===== src/rtl/cmd_cntrl_pkg.sv =====
// Shared types and field constants for the command/control sequencer.
package cmd_cntrl_pkg;

    typedef enum logic {
        IDLE    = 1'b0,
        TRANSIT = 1'b1
    } state_t;

    localparam logic [1:0] OP_GO      = 2'b01;
    localparam logic [1:0] OP_STOP    = 2'b00;
    localparam int         ID_W       = 6;
    localparam logic [1:0] STN_PREFIX = 2'b00;

endpackage


===== src/rtl/cmd_cntrl_if.sv =====
// Valid/clear handshakes from the command receiver and the barcode reader.
interface cmd_cntrl_if;
    logic [7:0] cmd;
    logic       cmd_rdy;
    logic       clr_cmd_rdy;
    logic [7:0] ID;
    logic       ID_vld;
    logic       clr_ID_vld;

    modport master (
        output cmd, cmd_rdy, ID, ID_vld,
        input  clr_cmd_rdy, clr_ID_vld
    );

    modport slave (
        input  cmd, cmd_rdy, ID, ID_vld,
        output clr_cmd_rdy, clr_ID_vld
    );
endinterface


===== src/rtl/cmd_cntrl_buzz_gen.sv =====
// Obstacle buzzer: square wave with BUZZ_HALF clocks per half-period while enabled.
module buzz_gen #(
    parameter int BUZZ_HALF = 6250
) (
    input  logic clk,
    input  logic rst_n,
    input  logic en,
    output logic buzz,
    output logic buzz_n
);
    localparam int CNT_W = (BUZZ_HALF > 1) ? $clog2(BUZZ_HALF) : 1;

    logic [CNT_W-1:0] cnt_q, cnt_d;
    logic             buzz_q, buzz_d;

    always_ff @(posedge clk) begin
        if (!rst_n) begin
            cnt_q  <= '0;
            buzz_q <= 1'b0;
        end else begin
            cnt_q  <= cnt_d;
            buzz_q <= buzz_d;
        end
    end

    // Disabled: counter parks at 0 and the output is quiet.
    always_comb begin
        cnt_d  = '0;
        buzz_d = 1'b0;
        if (en) begin
            if (cnt_q == CNT_W'(BUZZ_HALF - 1)) begin
                cnt_d  = '0;
                buzz_d = ~buzz_q;
            end else begin
                cnt_d  = cnt_q + 1'b1;
                buzz_d = buzz_q;
            end
        end
    end

    assign buzz   = buzz_q;
    assign buzz_n = ~buzz_q;
endmodule


===== src/rtl/cmd_cntrl.sv =====
// Command/control sequencer: GO/STOP commands and barcode stations drive go/in_transit.
// Buzzer is built only when CMD_CNTRL_BUZZ_EN is defined.
module cmd_cntrl
    import cmd_cntrl_pkg::*;
#(
    parameter int BUZZ_HALF = 6250
) (
    input  logic              clk,
    input  logic              rst_n,
    cmd_cntrl_if.slave        bus,
    input  logic              OK2Move,
    output logic              go,
    output logic              in_transit,
    output logic              buzz,
    output logic              buzz_n
);
    state_t            state_q, state_d;
    logic [ID_W-1:0]   dest_id_q, dest_id_d;

    always_ff @(posedge clk) begin
        if (!rst_n) begin
            state_q   <= IDLE;
            dest_id_q <= '0;
        end else begin
            state_q   <= state_d;
            dest_id_q <= dest_id_d;
        end
    end

    // A pending command shadows the ID; the ID is judged next cycle against the new destination.
    always_comb begin
        state_d         = state_q;
        dest_id_d       = dest_id_q;
        bus.clr_cmd_rdy = 1'b0;
        bus.clr_ID_vld  = 1'b0;
        if (bus.cmd_rdy) begin
            bus.clr_cmd_rdy = 1'b1;
            if (bus.cmd[7:6] == OP_GO) begin
                dest_id_d = bus.cmd[ID_W-1:0];
                state_d   = TRANSIT;
            end else if (bus.cmd[7:6] == OP_STOP) begin
                state_d = IDLE;
            end
        end else if (bus.ID_vld) begin
            bus.clr_ID_vld = 1'b1;
            if ((state_q == TRANSIT) && (bus.ID[7:6] == STN_PREFIX) &&
                (bus.ID[ID_W-1:0] == dest_id_q))
                state_d = IDLE;
        end
    end

    assign in_transit = (state_q == TRANSIT);
    assign go         = in_transit & OK2Move;

`ifdef CMD_CNTRL_BUZZ_EN
    buzz_gen #(
        .BUZZ_HALF (BUZZ_HALF)
    ) u_buzz_gen (
        .clk    (clk),
        .rst_n  (rst_n),
        .en     (in_transit & ~OK2Move),
        .buzz   (buzz),
        .buzz_n (buzz_n)
    );
`else
    logic buzz_half_unused;
    assign buzz_half_unused = (BUZZ_HALF > 0);
    assign buzz   = 1'b0;
    assign buzz_n = 1'b1;
`endif
endmodule

===== src/flat_wrapper.sv =====
// flat-port wrapper written by rule: the top's interface ports become plain ports
module cmd_cntrl_flat import cmd_cntrl_pkg::*;
#(
    parameter int BUZZ_HALF = 6250
)
  (clk, rst_n, OK2Move, go, in_transit, buzz, buzz_n, bus_cmd, bus_cmd_rdy, bus_ID, bus_ID_vld, bus_clr_cmd_rdy, bus_clr_ID_vld);
  cmd_cntrl_if bus_i ();
  input  logic clk;
  input  logic rst_n;
  input  logic OK2Move;
  output logic go;
  output logic in_transit;
  output logic buzz;
  output logic buzz_n;
  input wire logic [$bits(bus_i.cmd)-1:0] bus_cmd;
  input wire logic [$bits(bus_i.cmd_rdy)-1:0] bus_cmd_rdy;
  input wire logic [$bits(bus_i.ID)-1:0] bus_ID;
  input wire logic [$bits(bus_i.ID_vld)-1:0] bus_ID_vld;
  output wire logic [$bits(bus_i.clr_cmd_rdy)-1:0] bus_clr_cmd_rdy;
  output wire logic [$bits(bus_i.clr_ID_vld)-1:0] bus_clr_ID_vld;
  assign bus_i.cmd = bus_cmd;
  assign bus_i.cmd_rdy = bus_cmd_rdy;
  assign bus_i.ID = bus_ID;
  assign bus_i.ID_vld = bus_ID_vld;
  assign bus_clr_cmd_rdy = bus_i.clr_cmd_rdy;
  assign bus_clr_ID_vld = bus_i.clr_ID_vld;
  cmd_cntrl #(.BUZZ_HALF(BUZZ_HALF)) u_core (.clk(clk), .rst_n(rst_n), .bus(bus_i), .OK2Move(OK2Move), .go(go), .in_transit(in_transit), .buzz(buzz), .buzz_n(buzz_n));
endmodule

===== config.mk =====
export PLATFORM = sky130hd
export DESIGN_NAME = cmd_cntrl_flat
export DESIGN_NICKNAME = d
export VERILOG_FILES = /design/src/rtl/cmd_cntrl_pkg.sv /design/src/rtl/cmd_cntrl_if.sv /design/src/rtl/cmd_cntrl_buzz_gen.sv /design/src/rtl/cmd_cntrl.sv /design/src/flat_wrapper.sv
export SDC_FILE = /design/constraint.sdc
export NUM_CORES = 1
export LEC_CHECK = 0
export ABC_AREA = 1
export BUFFER_PORTS_ARGS = -buffer_cell sky130_fd_sc_hd__buf_4
export CORE_AREA = 2 2 39 41
export CTS_BUF_LIST = sky130_fd_sc_hd__clkbuf_8 sky130_fd_sc_hd__clkbuf_16
export DETAILED_ROUTE_END_ITERATION = 10
export DIE_AREA = 0 0 41 43
export HOLD_SLACK_MARGIN = 0.08
export PLACE_DENSITY = 0.79
export REMOVE_ABC_BUFFERS = 1
export SETUP_SLACK_MARGIN = 0.1
export SYNTH_ARGS = -nofsm -noshare
export SYNTH_HDL_FRONTEND = slang
export SYNTH_SLANG_ARGS = --single-unit

===== constraint.sdc =====
create_clock -name clk -period 0.9 [get_ports clk]
set_input_delay 0.045 -clock clk [delete_from_list [all_inputs] [get_ports clk]]
set_output_delay 0.045 -clock clk [all_outputs]
set_load 0.02 [all_outputs]

==> results.py <==
metrics = {
    "final_layout": {
        "final_util": 0.499,
        "final_cell_area_um2": 691,
        "nFillCells": 150,
        "diodes": 0,
        "nNetsFinal": 123,
        "drive_above_1_share": 0.396,
        "syn_to_final_growth_pct": 51.2,
        "seq_area_um2": 145,
        "multi_input_area_um2": 211,
        "final_cells": 117,
    },
    "pwr": {
        "p_leak_nw": 0.382,
        "clockPowerShare": 0.444,
        "switchingPower_mw": 0.247,
        "sw_frac_of_total": 0.252,
        "pwr-share-seq": 0.347,
        "total_power_mw": 0.980,
        "power_frac_comb": 0.209,
        "power_density_nw_per_um2": 1420,
        "ir_drop_mv": 0.633,
        "internal_power_mw": 0.733,
    },
    "sta": {
        "tns_ps": -15.4,
        "skew_ps": 2.09,
        "worst_slack_ps": -15.4,
        "hold_violations": 0,
        "fin_hold_ws_ps": 78.6,
        "fmax_mhz": 1090,
        "period_share": 1.02,
        "setup_violations": 1,
        "period_needed_ps": 915,
        "drv_slew": 0,
        "rsz0062_at_grt": "true",
    },
    "setup_path": {
        "worstPathArrival_ps": 1030,
        "end_kind": "register",
        "reg2reg_slack_ps": -20,
        "r2r_cells": 7,
        "r2r_start": "u_core.dest_id_q[0]",
        "path_class": "register to register",
        "cp-start-kind": "register",
        "crit_fanout": 2,
        "r2r_end": "u_core.in_transit",
        "required_ps": 1010,
    },
    "floorplan": {
        "core_area_um2": 1380,
        "start_util": 0.330,
        "die_h_um": 43,
        "io_pins": 27,
        "die_w_um": 41,
        "dieArea_um2": 1760,
        "row_count": 14,
    },
    "clock_tree": {
        "cts_tree": "built",
        "htreeDepth": 1,
        "clockBufferDepth": 2,
        "clock-root-buffer": "clkbuf_8",
        "numCtsBuffers": 3,
        "clk_latency_ps": 230,
        "cts.clk_slew.worst_paths_ps": 40,
        "post_cts_buffers": 0,
        "clock_sinks": 7,
    },
    "route": {
        "ant_nets": 0,
        "via_count": 515,
        "avgViaCountPerCell": 4.40,
        "firstDrtPassIters": 3,
        "finalWirelength_mm": 1.01,
        "wl_per_cell_um": 8.67,
        "drtIter0Drc": 6,
        "route.detailed.drc": 0,
    },
    "run": {
        "cap_violations": 0,
    },
    "synth": {
        "yosysUniqueCellTypes": 17,
        "avgSynthCellArea_um2": 6.09,
        "ys_seq_area_frac": 0.307,
        "synth_area_um2": 457,
        "synth_cells": 75,
        "synth.area.top_cells": "dfxtp_1 31%, nand2_1 17%, inv_1 14%",
        "ys_seq_elements": 7,
        "yosys_warnings": 0,
        "synth.largest_area_cell": "dfxtp_1",
        "synth_top_cell_area_share": 0.307,
    },
    "global_route": {
        "antenna_found_initial": 0,
        "grt_pass1_vias": 475,
        "track_usage": 0.143,
        "grt_pass1_wl_mm": 1.68,
        "grt.overflow.total": 0,
        "grt_max_degree": 13,
    },
    "place": {
        "gp_congestion": 0.592,
        "port_buffers": 24,
        "pre_cts_ws_ps": -27.1,
        "placed_area_um2": 631,
        "dp_cells": 112,
        "dp_hpwl_um": 799,
    },
    "worst_hold_path": {
        "hp-class": "input pin to register",
        "hold_end": "u_core.dest_id_q[0]",
        "worstHoldStart": "bus_cmd[0]",
        "holdPathStages": 3,
    },
    "outcome": {
        "status": "finished, violations left",
        "violations": "setup timing",
    },
}
[cells by family (layout without fill, tap and decap cells)]
kind of cell | count (synthesis) | after routing | share of synthesized area
other | 2 | 2 | 0.0164
and+or+nand+nor | 28 | 28 | 0.260
DFF | 7 | 7 | 0.307
buffers and inverters | 23 | 49 | 0.230
AOI/OAI and AO/OA | 15 | 15 | 0.186
[worst max-delay path, cell delays in order, from the launching register on]
cell and delay, ps:
dfxtp_2 320, inv_2 40, nand2_1 50, nand2_1 50, nor2_1 100, nand2_1 60, o21bai_1 110, a21oi_1 70
[power groups by stage]
stage          Combinational, mW  Sequential, mW  Clock [mW]
5_1_grt                    0.233           0.341       0.473
3_5_place_dp               0.202           0.343           0
6_report                   0.205           0.340       0.436
3_3_place_gp               0.197           0.342           0
2_1_floorplan             0.0894           0.345           0
4_1_cts                    0.208           0.339       0.447
[cells in the mapped netlist]
cell type	n
inv_2	2
o21ai_0	3
nand2_2	2
o21ai_2	1
a21oi_1	6
buf_6	1
buf_4	3
nor2_4	1
nand3_1	1
inv_1	17
o21bai_1	1
nand2_1	21
o21ai_1	3
dfxtp_1	7
nor2_1	3
conb_1	2
a21oi_2	1
[layout by cell type (no fill, tap or decap)]
master         synthesis  layout
a21oi_1                6       6
a21oi_2                1       1
buf_4                  3      25
clkbuf_8               0       3
conb_1                 2       2
dfxtp_1                7       3
dfxtp_2                0       4
dlygate4sd3_1          0       1
inv_1                 17      17
inv_2                  2       3
nand2_1               21      21
nand2_2                2       2
nand3_1                1       1
nor2_1                 3       3
nor2_4                 1       1
o21ai_0                3       3
o21ai_1                3       3
o21ai_2                1       1
o21bai_1               1       1
[layout make-up]
class                           instances  share of cell area
Multi-Input combinational cell         45               0.306
Timing Repair Buffer                   26               0.286
Sequential cell                         7               0.210
Inverter                               19               0.103
Clock buffer                            3              0.0598
Tap cell                               16              0.0290
Clock inverter                          1             0.00543
[worst max-delay path by stage]
stage	slack (ps)	end	cells after the start	from
CTS	-30	u_core.in_transit	7	u_core.dest_id_q[0]
floorplan	40	u_core.in_transit	7	u_core.dest_id_q[3]
global placement	-8	u_core.in_transit	7	u_core.dest_id_q[5]
global route	-90	u_core.in_transit	7	u_core.dest_id_q[0]
finish	-20	u_core.in_transit	7	u_core.dest_id_q[0]
detailed placement	-30	u_core.in_transit	7	u_core.dest_id_q[5]
[state kept, by name, indices dropped and copies added, names as in the netlist]
| signal | flops |
|---|---|
| u_core.dest_id_q | 6 |
| u_core.in_transit | 1 |
[layer usage]
layer	track usage	up-vias	routed length, um
met5	0	-	0
met3	0.0524	2	127
met2	0.241	22	496
li1	-	268	-
met1	0.129	223	373
met4	0.100	0	17
[what timing repair did]
action,CTS,global route
hold buffers,1,0
endpoints found under the setup margin,2,3
pin swaps,1,1
gates resized for setup,2,3
endpoints found under the hold margin,1,0
Note: power is estimated with default switching activity, not from simulation.
